<file path="src/rtl/erasure_position_gen.sv">
// Erasure position generator for a RS(255,k) decoder over GF(256), poly 0x11D.
// Collects the locator value alpha^(254-i) of every erased symbol in a frame,
// then streams the stored locators to the error locator on request.
//
// Handshake: erasure_ready is a one-cycle qualifier for erase_position; the
// locator keeps send_erasure_positions_for_loc high to pull one entry per
// cycle and may drop it at any time to pause. There is no backpressure on the
// symbol input side: every symbol_valid cycle in IDLE/COLLECT is consumed.
module erasure_position_gen #(
    parameter int width        = 5,
    parameter int max_erasures = 16
) (
    input  logic             clock,
    input  logic             reset,
    input  logic             symbol_valid,
    input  logic             erasure_flag,
    input  logic             last_symbol,
    input  logic             send_erasure_positions_for_loc,
    output logic [7:0]       erase_position,
    output logic             erasure_ready,
    output logic             erase_pos_done,
    output logic [width-1:0] number_of_erasures,
    output logic             positions_valid,
    output logic             erasure_overflow,
    output logic [2:0]       state_dbg_o
);

    typedef enum logic [2:0] {
        IDLE    = 3'd0,
        COLLECT = 3'd1,
        HOLD    = 3'd2,
        SEND    = 3'd3,
        DONE    = 3'd4
    } state_t;

    localparam int               IDX_W    = (max_erasures > 1) ? $clog2(max_erasures) : 1;
    localparam logic [width-1:0] MAX_CNT  = width'(max_erasures);
    localparam logic [width-1:0] ONE_CNT  = width'(1);
    localparam logic [7:0]       LOC_INIT = 8'h8E;  // alpha^254, locator of index 0

    // Multiply by alpha^-1: reduce by the primitive polynomial when odd, then halve.
    function automatic logic [7:0] mul_alpha_inv(input logic [7:0] v);
        logic [8:0] t;
        t = v[0] ? ({1'b0, v} ^ 9'h11D) : {1'b0, v};
        return t[8:1];
    endfunction

    state_t           state_q, state_d;
    logic [width-1:0] count_q, count_d;
    logic [width-1:0] rd_ptr_q, rd_ptr_d;
    logic             ovf_q, ovf_d;
    logic [7:0]       loc_q, loc_d;
    logic [7:0]       pos_q, pos_d;
    logic             ready_q, ready_d;
    logic             done_q, done_d;
    logic             pv_q, pv_d;

    logic [7:0]       buf_q [max_erasures];
    logic             wr_en;
    logic [IDX_W-1:0] wr_idx;
    logic [7:0]       wr_data;
    logic [IDX_W-1:0] rd_idx;
    logic [7:0]       rd_data;

    // Frame-start view: in IDLE the incoming symbol is index 0 of a fresh frame.
    logic             in_idle;
    logic [width-1:0] cnt_base;
    logic             ovf_base;
    logic [7:0]       loc_cur;

    // State and output registers with synchronous reset.
    always_ff @(posedge clock) begin
        if (reset) begin
            state_q  <= IDLE;
            count_q  <= '0;
            rd_ptr_q <= '0;
            ovf_q    <= 1'b0;
            loc_q    <= LOC_INIT;
            pos_q    <= 8'h00;
            ready_q  <= 1'b0;
            done_q   <= 1'b0;
            pv_q     <= 1'b0;
        end else begin
            state_q  <= state_d;
            count_q  <= count_d;
            rd_ptr_q <= rd_ptr_d;
            ovf_q    <= ovf_d;
            loc_q    <= loc_d;
            pos_q    <= pos_d;
            ready_q  <= ready_d;
            done_q   <= done_d;
            pv_q     <= pv_d;
        end
    end

    // Position buffer; contents are only ever read below the stored count.
    always_ff @(posedge clock) begin
        if (wr_en) begin
            buf_q[wr_idx] <= wr_data;
        end
    end

    // Next-state, buffer write and output generation.
    always_comb begin
        state_d  = state_q;
        count_d  = count_q;
        rd_ptr_d = rd_ptr_q;
        ovf_d    = ovf_q;
        loc_d    = loc_q;
        pos_d    = pos_q;
        ready_d  = 1'b0;
        done_d   = done_q;
        pv_d     = pv_q;

        in_idle  = (state_q == IDLE);
        cnt_base = in_idle ? '0 : count_q;
        ovf_base = in_idle ? 1'b0 : ovf_q;
        loc_cur  = in_idle ? LOC_INIT : loc_q;

        wr_en    = 1'b0;
        wr_idx   = cnt_base[IDX_W-1:0];
        wr_data  = loc_cur;

        rd_idx   = (state_q == HOLD) ? '0 : rd_ptr_q[IDX_W-1:0];
        rd_data  = buf_q[rd_idx];

        unique case (state_q)
            IDLE, COLLECT: begin
                if (symbol_valid) begin
                    count_d = cnt_base;
                    ovf_d   = ovf_base;
                    if (in_idle) begin
                        rd_ptr_d = '0;
                    end
                    if (erasure_flag) begin
                        if (cnt_base == MAX_CNT) begin
                            ovf_d = 1'b1;
                        end else begin
                            wr_en   = 1'b1;
                            count_d = cnt_base + ONE_CNT;
                        end
                    end
                    if (last_symbol) begin
                        state_d = HOLD;
                        pv_d    = 1'b1;
                        loc_d   = LOC_INIT;
                    end else begin
                        state_d = COLLECT;
                        loc_d   = mul_alpha_inv(loc_cur);
                    end
                end
            end
            HOLD: begin
                if (send_erasure_positions_for_loc) begin
                    if (count_q == '0) begin
                        state_d  = DONE;
                        done_d   = 1'b1;
                        rd_ptr_d = '0;
                    end else begin
                        state_d  = SEND;
                        ready_d  = 1'b1;
                        pos_d    = rd_data;
                        rd_ptr_d = ONE_CNT;
                    end
                end
            end
            SEND: begin
                if (send_erasure_positions_for_loc) begin
                    if (rd_ptr_q == count_q) begin
                        state_d = DONE;
                        done_d  = 1'b1;
                    end else begin
                        ready_d  = 1'b1;
                        pos_d    = rd_data;
                        rd_ptr_d = rd_ptr_q + ONE_CNT;
                    end
                end
            end
            DONE: begin
                if (!send_erasure_positions_for_loc) begin
                    state_d = IDLE;
                    done_d  = 1'b0;
                    pv_d    = 1'b0;
                end
            end
            default: begin
                state_d = IDLE;
            end
        endcase
    end

    assign erase_position     = pos_q;
    assign erasure_ready      = ready_q;
    assign erase_pos_done     = done_q;
    assign number_of_erasures = count_q;
    assign positions_valid    = pv_q;
    assign erasure_overflow   = ovf_q;
    assign state_dbg_o        = state_q;

endmodule

</file>
<file path="config.mk">
export PLATFORM = sky130hd
export DESIGN_NAME = erasure_position_gen
export DESIGN_NICKNAME = d
export VERILOG_FILES = /design/src/rtl/erasure_position_gen.sv
export SDC_FILE = /design/constraint.sdc
export NUM_CORES = 1
export LEC_CHECK = 0
export ABC_AREA = 1
export CORE_MARGIN = 4
export CORE_UTILIZATION = 60
export DETAILED_ROUTE_END_ITERATION = 16
export HOLD_SLACK_MARGIN = 0.06
export PLACE_DENSITY = 0.76
export SLEW_MARGIN = 20
export SYNTH_ARGS = -nofsm -noshare
export SYNTH_HDL_FRONTEND = slang
export SYNTH_SLANG_ARGS = --single-unit
</file>
<file path="constraint.sdc">
create_clock -name clock -period 2.61 [get_ports clock]
set_input_delay 0.522 -clock clock [delete_from_list [all_inputs] [get_ports clock]]
set_output_delay 0.522 -clock clock [all_outputs]
set_load 0.1 [all_outputs]
</file>
==> flow_summary_export.csv <==
group,metric,value,unit
run_status,status,"complete, no violations",
synthesis,synth_warnings,0,
route,dr.first_iter.drc_count,670,
cells_and_area,postLayoutCoreUtil,0.7030,
timing,rsz0062_at_grt,"no",
cts,numCtsBuffers,17,
global_routing,grt_pass1_vias,5426,
worst_setup_path,path_max_fanout,9,
cts,clk_path_buf_depth,2,
synthesis,synthDominantCellAreaShare,0.5232,
timing,fin_setup_tns,0,ns
synthesis,synth_seq_cells,161,
cts,cts_root_buffer,"clkbuf_16",
worst_setup_path,crit_arrival,2.63,ns
synthesis,synth_area_leaders,"edfxtp_1 (52%), dfxtp_1 (9.0%), nand3_1 (8.4%)",
route,drc,0,
synthesis,synthTopCellsByCount,"edfxtp_1 (128), nand2_1 (124), nand3_1 (124)",
synthesis,synth_cells,776,
global_routing,use_met2,0.4210,
timing,clock.fmax,0.3996,GHz
cells_and_area,layoutNonFillerInstCount,977,
floorplanning,num_io_pins,26,
synthesis,synth.avg_cell_area,9.466,sq um
cells_and_area,antennaDiodeCount,0,
power_and_ir_drop,power.leakage,3.440,nW
worst_setup_path,cp.required,2.74,ns
timing,max_slew_margin,0.5216,
synthesis,netlist-cell-type-count,33,
timing,drv_slew,0,
hold_path,min_delay_path_depth,2,
place,dpl_cell_area,0.007833,sq mm
global_routing,globalRouteMet3Util,0.06172,
synthesis,syn_nets,787,
synthesis,synth_edf_count,128,
cts,clk_pin_slew_worst_paths,0.06,ns
route,dr.pass1.iters,6,
cts,cts_max_level,4,
worst_setup_path,crit_path_end_kind,"register",
cts,cts_tree,"done",
cts,clock_sink_count,161,
cells_and_area,postLayoutCellArea,0.008444,sq mm
global_routing,antenna_found_initial,0,
timing,hold_viol_final,0,
timing,worst_pin_slew,0.7169,ns
worst_setup_path,critPathKind,"register to register",
worst_setup_path,start_kind,"register",
cts,worst_skew_pair.late_latency,0.42,ns
power_and_ir_drop,power,6.491,mW
floorplanning,core,0.01201,sq mm
synthesis,async_flop_share,0,
global_routing,use_met1,0.3477,
route,antenna_left,0,
floorplanning,floorplan.initialDensity,0.6116,
place,place_congestion,0.9574,
timing,finalSetupViolCount,0,
cells_and_area,drive_above_1_share,0.1205,
worst_setup_path,rr_worst_depth,12,
floorplanning,die_w,118.7,microns
power_and_ir_drop,ir_drop,0.0004512,V
route,wl_per_cell,18.33,microns
power_and_ir_drop,p_per_area,768.7,mW/mm^2
place,place_hpwl,11780,microns
cts,post_cts_buffers,0,
timing,post-route-min-period,2.502,ns
global_routing,top_usage_layer,"met2",
synthesis,synth.most_common_cell,"edfxtp_1",
global_routing,grt_first_pass_wirelength,28380,microns
floorplanning,die_area,0.01408,sq mm
route,wirelength,17910,microns
timing,fin_worst_skew,0.005227,ns
synthesis,yosysSeqAreaShare,0.6132,
synthesis,yosys_most_used_dff,"edfxtp_1",
route,vias,5655,
global_routing,grt_overflow_total,0,
floorplanning,die_height,118.7,microns
route,vias_per_cell,5.788,
floorplanning,fp-row-count,40,
timing,finalCritPeriodShare,0.9587,
cells_and_area,finalNetCount,828,
synthesis,yosys.area.top_type,"edfxtp_1",
run,cap_violations,0,
hold_path,min-delay-path-class,"register to register",
synthesis,synth_area,0.007346,sq mm
global_routing,grt_max_degree,63,
cells_and_area,areaGrowthSynthToFinish,14.95,%
place,io_buffer_count,25,
global_routing,grtUsageTotal,0.2625,
place,post-place-cells,945,
## flip-flops by register name, summed over array words and instances (netlist names)
name / cells
buf_q: 128
erase_pos_done: 1
erase_position: 8
erasure_overflow: 1
erasure_ready: 1
loc_q: 8
number_of_erasures: 5
positions_valid: 1
rd_ptr_q: 5
state_dbg_o: 3
## timing repair
item | CTS | global route
setup endpoints to repair | 0 | 65
resized for setup | 0 | 1
hold buffers | 0 | 0
## final timing paths
path	slack [ns]	start	endpoint
setup / recovery	0.11	state_dbg_o[0]	buf_q[1][4]
hold / removal	0.44	positions_valid	positions_valid
setup reg to reg	0.11	state_dbg_o[0]	buf_q[1][4]
hold reg to reg	0.44	positions_valid	positions_valid
## power by group
group	internal, mW	leakage, nW	total (mW)	switching (mW)
combinational	0.257	1.78	1.07	0.815
clock	1.65	0.296	2.56	0.912
sequential	2.82	1.36	2.86	0.0411
total	4.72	3.44	6.49	1.77
## layer usage
layer | share of wire | up-vias
li1 | - | 2659
met1 | 0.40 | 2648
met2 | 0.49 | 299
met3 | 0.086 | 49
met4 | 0.029 | 0
met5 | 0 | -
## per-stage QoR
stage / setup WS [ns] / hold WS (ns)
global route: 0.001029 / 0.4611
global placement: 0.3186 / 0.4332
finish: 0.1077 / 0.4424
CTS: 0.1056 / 0.4464
floorplan: 0.01542 / 0.4453
detailed placement: 0.1951 / 0.4376
## worst max-delay path, stage by stage, from the launching register on
cell and delay (ns):
dfxtp_4 0.38, inv_2 0.08, nand2_2 0.14, inv_2 0.11
nor2_1 0.20, inv_1 0.10, ha_1 0.22, nand4_1 0.14
nand3_2 0.17, inv_2 0.11, nand2_1 0.20, nor2_1 0.18
buf_4 0.19
## logic make-up after synthesis
group	after synthesis	synth area share
AND/OR/NAND/NOR	399	0.2504
flip-flops	161	0.6132
buffers and inverters	149	0.08040
AO/OA/AOI/OAI	58	0.04275
adder cells (fa/ha/maj)	5	0.008516
XOR/XNOR	4	0.004770
## area by class of cell
type                            instances  area, sq um
Fill cell                             882         3567
Sequential cell                       161         4519
Tap cell                              147        183.9
Inverter                              118        442.9
Clock inverter                          6        130.1
Multi-Input combinational cell        466         2253
Timing Repair Buffer                   53        435.4
Clock buffer                           26        479.2
## cells in the final DEF (no fill, tap or decap)
cell type	netlist	layout
a21oi_1	25	25
a221oi_1	1	1
a22oi_1	2	2
buf_12	0	2
buf_4	1	46
bufinv_16	0	4
clkbuf_1	9	7
clkbuf_16	0	17
clkbuf_8	0	2
clkdlybuf4s50_1	0	5
clkinv_1	2	2
clkinv_2	0	2
dfxtp_1	33	27
dfxtp_2	0	3
dfxtp_4	0	3
edfxtp_1	128	128
ha_1	5	5
inv_1	108	108
inv_2	8	8
nand2_1	124	124
nand2_2	4	4
nand3_1	124	124
nand3_2	2	2
nand3_4	1	1
nand3b_1	32	32
nand4_1	2	2
nand4_2	1	1
nor2_1	100	99
nor2_2	2	3
nor3_1	5	5
o2111a_1	1	1
o2111ai_1	1	1
o21ai_0	15	15
o21ai_1	9	9
o22ai_1	4	4
or2_2	2	2
xnor2_1	1	1
xor2_1	3	3
Power figures use the tool's default switching activity.
